===== src/rtl/or1200_enc_load_xor_if.sv =====
// Load-path decrypt bus: LSU request, pad shifter and data-cache inputs,
// and the plaintext result, stall and timeout outputs.
interface or1200_enc_load_xor_if;
    logic        load_start;
    logic [3:0]  lsu_op;
    logic [1:0]  addr_lo;
    logic [31:0] pad;
    logic        pad_valid;
    logic [31:0] dc_dat;
    logic        dc_ack;
    logic        flush;
    logic [31:0] dat;
    logic        ack;
    logic        stall;
    logic        err;

    modport master (
        output load_start, lsu_op, addr_lo, pad, pad_valid, dc_dat, dc_ack, flush,
        input  dat, ack, stall, err
    );

    modport slave (
        input  load_start, lsu_op, addr_lo, pad, pad_valid, dc_dat, dc_ack, flush,
        output dat, ack, stall, err
    );
endinterface


===== src/rtl/or1200_enc_load_xor.sv =====
// Encrypted-load decrypt stage: pairs pad and cache word, XORs, extracts/extends.
// Optional wait timeout enabled by defining OR1200_ENC_XOR_TIMEOUT_EN.
module or1200_enc_load_xor #(
    parameter int TO_CYCLES = 255,
    parameter int TO_W      = 8
) (
    input  logic                   clk,
    input  logic                   rst,
    or1200_enc_load_xor_if.slave   bus
);

    // state      | meaning
    // S_IDLE     | no load outstanding
    // S_WAIT_BOTH| load issued, neither pad nor data held
    // S_WAIT_PAD | data word held, waiting for the pad
    // S_WAIT_DATA| pad held, waiting for the data word
    // S_DONE     | result registered, ack pulses this cycle
    typedef enum logic [2:0] {
        S_IDLE,
        S_WAIT_BOTH,
        S_WAIT_PAD,
        S_WAIT_DATA,
        S_DONE
    } state_t;

    localparam logic [3:0] OP_LBZ = 4'b0100;
    localparam logic [3:0] OP_LBS = 4'b0101;
    localparam logic [3:0] OP_LHZ = 4'b0110;
    localparam logic [3:0] OP_LHS = 4'b0111;

    if ((2 ** TO_W) <= TO_CYCLES) begin : g_bad_to_w
        $error("TO_W too narrow for TO_CYCLES");
    end

    state_t      state_q, state_nx;
    logic [3:0]  op_q, op_nx;
    logic [1:0]  addr_q, addr_nx;
    logic [31:0] pad_q, pad_nx;
    logic [31:0] data_q, data_nx;
    logic [31:0] dat_q, dat_nx;
    logic        err_q, err_nx;

    logic        waiting;
    logic        active;
    logic        have_pad;
    logic        have_data;
    logic        pad_take;
    logic        data_take;
    logic        expire;

    function automatic logic [31:0] extract(input logic [31:0] w,
                                            input logic [3:0]  op,
                                            input logic [1:0]  a);
        logic [7:0]  b;
        logic [15:0] h;
        logic [31:0] r;
        // Big-endian lanes: offset 0 is the most significant byte.
        case (a)
            2'd0:    b = w[31:24];
            2'd1:    b = w[23:16];
            2'd2:    b = w[15:8];
            default: b = w[7:0];
        endcase
        h = a[1] ? w[15:0] : w[31:16];
        case (op)
            OP_LBZ:  r = {24'h0, b};
            OP_LBS:  r = {{24{b[7]}}, b};
            OP_LHZ:  r = {16'h0, h};
            OP_LHS:  r = {{16{h[15]}}, h};
            default: r = w;
        endcase
        return r;
    endfunction

    assign waiting = (state_q == S_WAIT_BOTH) || (state_q == S_WAIT_PAD) ||
                     (state_q == S_WAIT_DATA);

`ifdef OR1200_ENC_XOR_TIMEOUT_EN
    logic [TO_W-1:0] to_q, to_nx;

    always_comb begin
        to_nx = '0;
        if (waiting) begin
            to_nx = to_q + 1'b1;
        end
    end

    assign expire = waiting && (to_q == TO_W'(TO_CYCLES - 1));

    always_ff @(posedge clk or negedge rst) begin
        if (!rst) begin
            to_q <= '0;
        end else begin
            to_q <= to_nx;
        end
    end
`else
    assign expire = 1'b0;
`endif

    always_comb begin
        state_nx  = state_q;
        op_nx     = op_q;
        addr_nx   = addr_q;
        pad_nx    = pad_q;
        data_nx   = data_q;
        dat_nx    = dat_q;
        err_nx    = 1'b0;
        active    = 1'b0;
        have_pad  = 1'b0;
        have_data = 1'b0;
        pad_take  = 1'b0;
        data_take = 1'b0;

        case (state_q)
            S_IDLE: begin
                if (bus.load_start) begin
                    active    = 1'b1;
                    op_nx     = bus.lsu_op;
                    addr_nx   = bus.addr_lo;
                    pad_take  = bus.pad_valid;
                    data_take = bus.dc_ack;
                end
            end
            S_WAIT_BOTH: begin
                active    = 1'b1;
                pad_take  = bus.pad_valid;
                data_take = bus.dc_ack;
            end
            S_WAIT_PAD: begin
                active    = 1'b1;
                have_data = 1'b1;
                pad_take  = bus.pad_valid;
            end
            S_WAIT_DATA: begin
                active    = 1'b1;
                have_pad  = 1'b1;
                data_take = bus.dc_ack;
            end
            S_DONE: begin
                state_nx = S_IDLE;
            end
            default: begin
                state_nx = S_IDLE;
            end
        endcase

        // A repeated strobe for an already-held item never reaches *_take.
        if (pad_take) begin
            pad_nx   = bus.pad;
            have_pad = 1'b1;
        end
        if (data_take) begin
            data_nx   = bus.dc_dat;
            have_data = 1'b1;
        end

        if (active) begin
            if (have_pad && have_data) begin
                state_nx = S_DONE;
                dat_nx   = extract(pad_nx ^ data_nx, op_nx, addr_nx);
            end else if (expire) begin
                state_nx = S_DONE;
                dat_nx   = '0;
                err_nx   = 1'b1;
            end else if (have_pad) begin
                state_nx = S_WAIT_DATA;
            end else if (have_data) begin
                state_nx = S_WAIT_PAD;
            end else begin
                state_nx = S_WAIT_BOTH;
            end
        end

        if (bus.flush) begin
            state_nx = S_IDLE;
            dat_nx   = dat_q;
            err_nx   = 1'b0;
        end
    end

    always_ff @(posedge clk or negedge rst) begin
        if (!rst) begin
            state_q <= S_IDLE;
            op_q    <= '0;
            addr_q  <= '0;
            pad_q   <= '0;
            data_q  <= '0;
            dat_q   <= '0;
            err_q   <= 1'b0;
        end else begin
            state_q <= state_nx;
            op_q    <= op_nx;
            addr_q  <= addr_nx;
            pad_q   <= pad_nx;
            data_q  <= data_nx;
            dat_q   <= dat_nx;
            err_q   <= err_nx;
        end
    end

    assign bus.dat   = dat_q;
    assign bus.ack   = (state_q == S_DONE);
    assign bus.stall = ((state_q == S_IDLE) && bus.load_start) || waiting;
`ifdef OR1200_ENC_XOR_TIMEOUT_EN
    assign bus.err   = err_q && (state_q == S_DONE);
`else
    assign bus.err   = 1'b0;
`endif

endmodule


===== src/flat_wrapper.sv =====
// flat-port wrapper written by rule: the top's interface ports become plain ports
module or1200_enc_load_xor_flat 
#(
    parameter int TO_CYCLES = 255,
    parameter int TO_W      = 8
)
  (clk, rst, bus_load_start, bus_lsu_op, bus_addr_lo, bus_pad, bus_pad_valid, bus_dc_dat, bus_dc_ack, bus_flush, bus_dat, bus_ack, bus_stall, bus_err);
  or1200_enc_load_xor_if bus_i ();
  input  logic clk;
  input  logic rst;
  input wire logic [$bits(bus_i.load_start)-1:0] bus_load_start;
  input wire logic [$bits(bus_i.lsu_op)-1:0] bus_lsu_op;
  input wire logic [$bits(bus_i.addr_lo)-1:0] bus_addr_lo;
  input wire logic [$bits(bus_i.pad)-1:0] bus_pad;
  input wire logic [$bits(bus_i.pad_valid)-1:0] bus_pad_valid;
  input wire logic [$bits(bus_i.dc_dat)-1:0] bus_dc_dat;
  input wire logic [$bits(bus_i.dc_ack)-1:0] bus_dc_ack;
  input wire logic [$bits(bus_i.flush)-1:0] bus_flush;
  output wire logic [$bits(bus_i.dat)-1:0] bus_dat;
  output wire logic [$bits(bus_i.ack)-1:0] bus_ack;
  output wire logic [$bits(bus_i.stall)-1:0] bus_stall;
  output wire logic [$bits(bus_i.err)-1:0] bus_err;
  assign bus_i.load_start = bus_load_start;
  assign bus_i.lsu_op = bus_lsu_op;
  assign bus_i.addr_lo = bus_addr_lo;
  assign bus_i.pad = bus_pad;
  assign bus_i.pad_valid = bus_pad_valid;
  assign bus_i.dc_dat = bus_dc_dat;
  assign bus_i.dc_ack = bus_dc_ack;
  assign bus_i.flush = bus_flush;
  assign bus_dat = bus_i.dat;
  assign bus_ack = bus_i.ack;
  assign bus_stall = bus_i.stall;
  assign bus_err = bus_i.err;
  or1200_enc_load_xor #(.TO_CYCLES(TO_CYCLES), .TO_W(TO_W)) u_core (.clk(clk), .rst(rst), .bus(bus_i));
endmodule

===== config.mk =====
export PLATFORM = sky130hd
export DESIGN_NAME = or1200_enc_load_xor_flat
export DESIGN_NICKNAME = d
export VERILOG_FILES = /design/src/rtl/or1200_enc_load_xor_if.sv /design/src/rtl/or1200_enc_load_xor.sv /design/src/flat_wrapper.sv
export SDC_FILE = /design/constraint.sdc
export NUM_CORES = 1
export LEC_CHECK = 0
export ABC_AREA = 0
export BUFFER_PORTS_ARGS = -buffer_cell sky130_fd_sc_hd__buf_2
export CAP_MARGIN = 25
export CORE_ASPECT_RATIO = 0.75
export CORE_UTILIZATION = 50
export CTS_BUF_LIST = sky130_fd_sc_hd__clkbuf_2
export DETAILED_ROUTE_END_ITERATION = 10
export GPL_TIMING_DRIVEN = 0
export PLACE_DENSITY = 0.74
export REMOVE_ABC_BUFFERS = 1
export SLEW_MARGIN = 30
export SYNTH_ARGS = -nofsm -noshare
export SYNTH_HDL_FRONTEND = slang
export SYNTH_SLANG_ARGS = --single-unit

===== constraint.sdc =====
create_clock -name clk -period 5.1 [get_ports clk]
set_input_delay 1.53 -clock clk [delete_from_list [all_inputs] [get_ports clk]]
set_output_delay 1.53 -clock clk [all_outputs]
set_load 0.005 [all_outputs]

---- Word level (Yosys, flattened, before mapping) ----
Index checks and enable logic that the tools add are counted.
cells by class
  equal/unequal tests ..................... 11
  muxes and demuxes ....................... 25
  bitwise operators ....................... 2
  reduce and logical (&&, ||, !) cells .... 12
operator list
  cell                                                    count
  one-hot mux 32 bit (4 select lines)                     1
  two-way mux 32 bit                                      2
  XOR 32 bit                                              1
  one-hot mux 8 bit (3 select lines)                      1
  equality test 4 x 3 -> 1 bit (second input constant)    4
  two-way mux 16 bit                                      1
  two-way mux 3 bit                                       5
  two-way mux 4 bit                                       2
  two-way mux 1 bit                                       7
  equality test 3 x 2 -> 1 bit (second input constant)    2
  two-way mux 2 bit                                       3
  one-hot mux 1 bit (2 select lines)                      3
  OR reduction 2 bit                                      2
  OR reduction 4 bit                                      1
  equality test 3 x 1 -> 1 bit (second input constant)    1
  equality test 3 bit (second input constant)             1
  zero test 3 bit                                         1
  logical OR 1 bit                                        3
  inequality test 3 x 1 -> 1 bit (second input constant)  1
  AND reduction 3 bit                                     1
  OR reduction 3 bit                                      1
  equality test 2 x 1 -> 1 bit (second input constant)    1
  equality test 2 bit (second input constant)             1
  logical AND 1 bit                                       2
  2 further kinds                                         2
storage, ports and cells
  bits in registers ....................... 105
  output and inout bits ................... 35
  logic and storage cells ................. 56

---- Depth between registers and ports, before layout ----
  depth after elaboration ................. 9
  gate-level depth with buffers ........... 13
  gate-level depth less buffers ........... 8

---- Worst setup path after synthesis ----
No wires, ideal clock.
  path type ............................... input -> register
  from .................................... input bus_load_start
  to ...................................... register u_core.dat_q[12] (netlist: u_core.bus.dat[12])
  arrival ................................. 3557 ps
  setup slack ............................. 1422 ps
  stages .................................. 11
  path buffers ............................ 4
  path through ............................ nor2b_1 o21ai_2 buf_2 buf_4 o21ai_0 ha_1 nand2_1 inv_1 clkbuf_1 clkbuf_1 o22a_1
between the ends
  word-level cells in the longest chain between the ends .. 6
ends and longest elaborated chain
  item                                                                             line                                                    source
  start, declared                                                                  flat_wrapper.sv:11                                      input wire logic [$bits(bus_i.load_start)-1:0] bus_load_start;
  two-way mux 1 bit                                                                or1200_enc_load_xor.sv:117                              if (bus.load_start) begin
  one-hot mux 1 bit (2 select lines)                                               or1200_enc_load_xor.sv:115                              case (state_q)
  two-way mux 32 bit (on tied branches)                                            or1200_enc_load_xor.sv:149, or1200_enc_load_xor.sv:153
  XOR 32 bit                                                                       or1200_enc_load_xor.sv:161                              dat_nx = extract(pad_nx ^ data_nx, op_nx, addr_nx);
  one-hot mux 8 bit (3 select lines) / two-way mux 16 bit (equally long branches)  or1200_enc_load_xor.sv:58, or1200_enc_load_xor.sv:64
  one-hot mux 32 bit (4 select lines)                                              or1200_enc_load_xor.sv:65                               case (op)
  end signal, assigned                                                             or1200_enc_load_xor.sv:197                              dat_q <= dat_nx;
  end, declared                                                                    or1200_enc_load_xor.sv:40                               logic [31:0] dat_q, dat_nx;
Several ways; a longest one is shown, not always the timed one.
A chain may end at the register's enable or synchronous reset.

---- Final worst setup path ----
  from .................................... input bus_load_start
  to ...................................... register u_core.dat_q[21] (netlist: u_core.bus.dat[21])
The elaborated chain is that of the path after synthesis.

==> impl_metrics.env <==
export IMPL_worstMarginPinSlew_ps=844
export IMPL_hold_class="flip-flop to flip-flop"
export IMPL_ctsHoldBuffers=0
export IMPL_grt_ovfl_total=0
export IMPL_drt_iter0_drc=221
export IMPL_core_um2=9700
export IMPL_initial_utilization=0.516
export IMPL_rsz0062_at_grt="false"
export IMPL_post_cts_resized=0
export IMPL_ir_drop_mv=0.220
export IMPL_r2r_start="u_core.state_q[0]$_DFFE_PN0P_"
export IMPL_yosys_area_top_type_share=0.525
export IMPL_clock_tree_htree_level_count=3
export IMPL_worst_setup_path_start_kind="input port"
export IMPL_cts_tree="built"
export IMPL_fin_crit_ps=3990
export IMPL_routed_wirelength_um=11100
export IMPL_syn_area_um2=5010
export IMPL_path_max_fanout=48
export IMPL_fp_dieArea_um2=10400
export IMPL_status="completed"
export IMPL_synth_edf_count=0
export IMPL_pwr_density_cell_nw_per_um2=502
export IMPL_final_util=0.601
export IMPL_wire_per_inst_um=16.7
export IMPL_clock_sinks=105
export IMPL_reg2reg_setup_slack_ps=1540
export IMPL_grt_pass1_vias=3415
export IMPL_async_reset_ff_frac=1.00
export IMPL_dieWidth_um=118
export IMPL_ys_warn_count=0
export IMPL_worst_r2r_path_depth=9
export IMPL_gp_congestion=0.842
export IMPL_place_ws_ps=487
export IMPL_relSlewSlack=0.421
export IMPL_max_stage_delay_ps=710
export IMPL_rows=31
export IMPL_fin_skew_ps=37.2
export IMPL_arrival_ps=4480
export IMPL_num_nets_final=604
export IMPL_dr_pass1_iters=4
export IMPL_synth_cell_types=47
export IMPL_numCtsBuffers=9
export IMPL_port_buffers=109
export IMPL_r2r_end="u_core.bus.dat[21]$_DFFE_PN0P_"
export IMPL_ys_seq_area_frac=0.525
export IMPL_cpMostUsedCell="o21ai_0"
export IMPL_setup_ws_ps=1110
export IMPL_ant_nets=0
export IMPL_period_share=0.782
export IMPL_grt_pass1_wl_um=17800
export IMPL_synth_top_area_cell="dfrtp_1"
export IMPL_crit_type="input port to flip-flop"
export IMPL_drive_above_1_share=0.329
export IMPL_max_cap_violations=0
export IMPL_clockBufferDepth=2
export IMPL_grt_usage=0.224
export IMPL_clkTransAtPathRegs_ps=240
export IMPL_area_growth_pct=16.3
export IMPL_maxSlewViolCount=0
export IMPL_vias=3533
export IMPL_via_per_inst=5.32
export IMPL_antenna_found_initial=0
export IMPL_grt_max_degree=60
export IMPL_n_antenna_cell=0
export IMPL_end_kind="flip-flop"
export IMPL_ioPinCount=111
export IMPL_whs_path_depth=2
export IMPL_finalSetupViolCount=0
export IMPL_fmax_mhz=251
export IMPL_finalHoldViolCount=0
export IMPL_synth_area_top_cells="dfrtp_1 52%, mux2i_1 7.4%, mux2_2 7.0%"
export IMPL_path_cells="buf_2, nor3_2, nand4bb_4, buf_16, o21ai_0, ha_1, nand2_1, inv_2, o21ai_0, o32a_1"
export IMPL_hold_path_endpoint="u_core.bus.dat[5]$_DFFE_PN0P_"
export IMPL_avgSynthCellArea_um2=11.8
export IMPL_synthCells=424
export IMPL_die_h_um=88.7
export IMPL_cp_slowest_cell="inv_2"
export IMPL_root_buffer="clkbuf_2"
export IMPL_route_detailed_drc=0
export IMPL_ys_flop_type="dfrtp_1"
export IMPL_cts_repair_timing_setup_buffer_count=0
export IMPL_hp_start="u_core.bus.dat[5]$_DFFE_PN0P_"
export IMPL_critPathRequiredTime_ps=5590
export IMPL_power_leakage_nw=2.79
export IMPL_synth_seq_cells=105
export IMPL_clk_latency_ps=580
export IMPL_dp_hpwl_um=8220
## metrics by stage
step / total power, mW / setup TNS (ps) / std cells / hold WS (ps) / area, µm²
2_1_floorplan: 2.15 / 0 / 403 / 468 / 4880
3_3_place_gp: 2.55 / -35000 / 644 / 462 / 5590
3_5_place_dp: 2.63 / 0 / 648 / 477 / 5740
4_1_cts: 2.95 / 0 / 664 / 525 / 5820
5_1_grt: 3.15 / 0 / 664 / 543 / 5820
6_report: 2.93 / 0 / 664 / 515 / 5820
## report_power, final
group	internal [mW]	switching (mW)	total, mW
combinational	0.592	0.729	1.32
clock	0.0663	0.253	0.319
sequential	1.15	0.137	1.29
## cell usage in the layout (no fill, tap or decap), drive strengths merged
cell,count
a211o,1
a21oi,3
a22oi,1
a41o,1
and2,1
and3,8
buf,113
clkbuf,12
clkinv,3
clkinvlp,1
conb,1
dfrtp,105
ha,1
inv,42
mux2,31
mux2i,42
nand2,22
nand2b,3
nand3,3
nand4,3
nand4b,1
nand4bb,1
nor2,3
nor2b,3
nor3,7
nor3b,1
nor4b,1
o211ai,7
o21ai,39
o21bai,1
o221ai,1
o22a,17
o22ai,2
o31ai,2
o32a,14
o41ai,1
or3,1
xnor2,16
xor2,17
## cell usage after synthesis, types with 6 or more instances
master and count:
and3_1 8, clkbuf_1 8, dfrtp_1 105, inv_1 40, mux2_2 31, mux2i_1 37
nand2_1 22, nor3_1 6, o211ai_1 7, o21ai_0 36, o22a_1 17, o32a_1 14
xnor2_1 16, xor2_1 16
## routing by layer
metal  track usage  up-vias  share of wire
li1              -     1695              -
met1         0.321     1711           0.49
met2         0.336      125           0.43
met3        0.0728        2          0.080
met4        0.0455        0         0.0022
met5             0        -              0
## sequential cells by signal (all words and copies together) (netlist names)
name / cells
u_core.addr_q: 2
u_core.data_q: 32
u_core.bus.dat: 32
u_core.state_q: 3
u_core.op_q: 4
u_core.pad_q: 32
## area by class of cell
class / instances / area [µm²]
Fill cell: 845 / 3870
Clock buffer: 12 / 60.1
Tap cell: 132 / 165
Sequential cell: 105 / 2630
Timing Repair Buffer: 113 / 662
Inverter: 42 / 158
Multi-Input combinational cell: 256 / 2130
Clock inverter: 4 / 20.0
## worst max-delay path, delay by kind of cell
family                     cells  cell delay (ps)
AOI/OAI and AO/OA              3              630
adders and majority gates      1              170
buffers and inverters          3             1150
and+or+nand+nor                3              980
## cell families after synthesis
family / share of synthesized area
AO/OA/AOI/OAI: 0.133
XOR/XNOR: 0.0592
adder cells (fa/ha/maj): 0.00250
buffers and inverters: 0.0567
flip-flops: 0.525
multiplexers: 0.161
other: 0.000749
AND/OR/NAND/NOR: 0.0620
## worst max path at each step
| stage | cells past startpoint | startpoint | slack [ps] | endpoint |
|---|---|---|---|---|
| floorplan | 8 | bus_load_start | 50 | u_core.bus.dat[16]$_DFFE_PN0P_ |
| global placement | 9 | bus_load_start | -1400 | u_core.bus.dat[18]$_DFFE_PN0P_ |
| detailed placement | 10 | bus_load_start | 490 | u_core.bus.dat[27]$_DFFE_PN0P_ |
| CTS | 10 | bus_load_start | 1160 | u_core.bus.dat[27]$_DFFE_PN0P_ |
| global route | 10 | bus_load_start | 920 | u_core.bus.dat[27]$_DFFE_PN0P_ |
| finish | 10 | bus_load_start | 1110 | u_core.bus.dat[21]$_DFFE_PN0P_ |
Note: power is estimated with default switching activity, not from simulation.
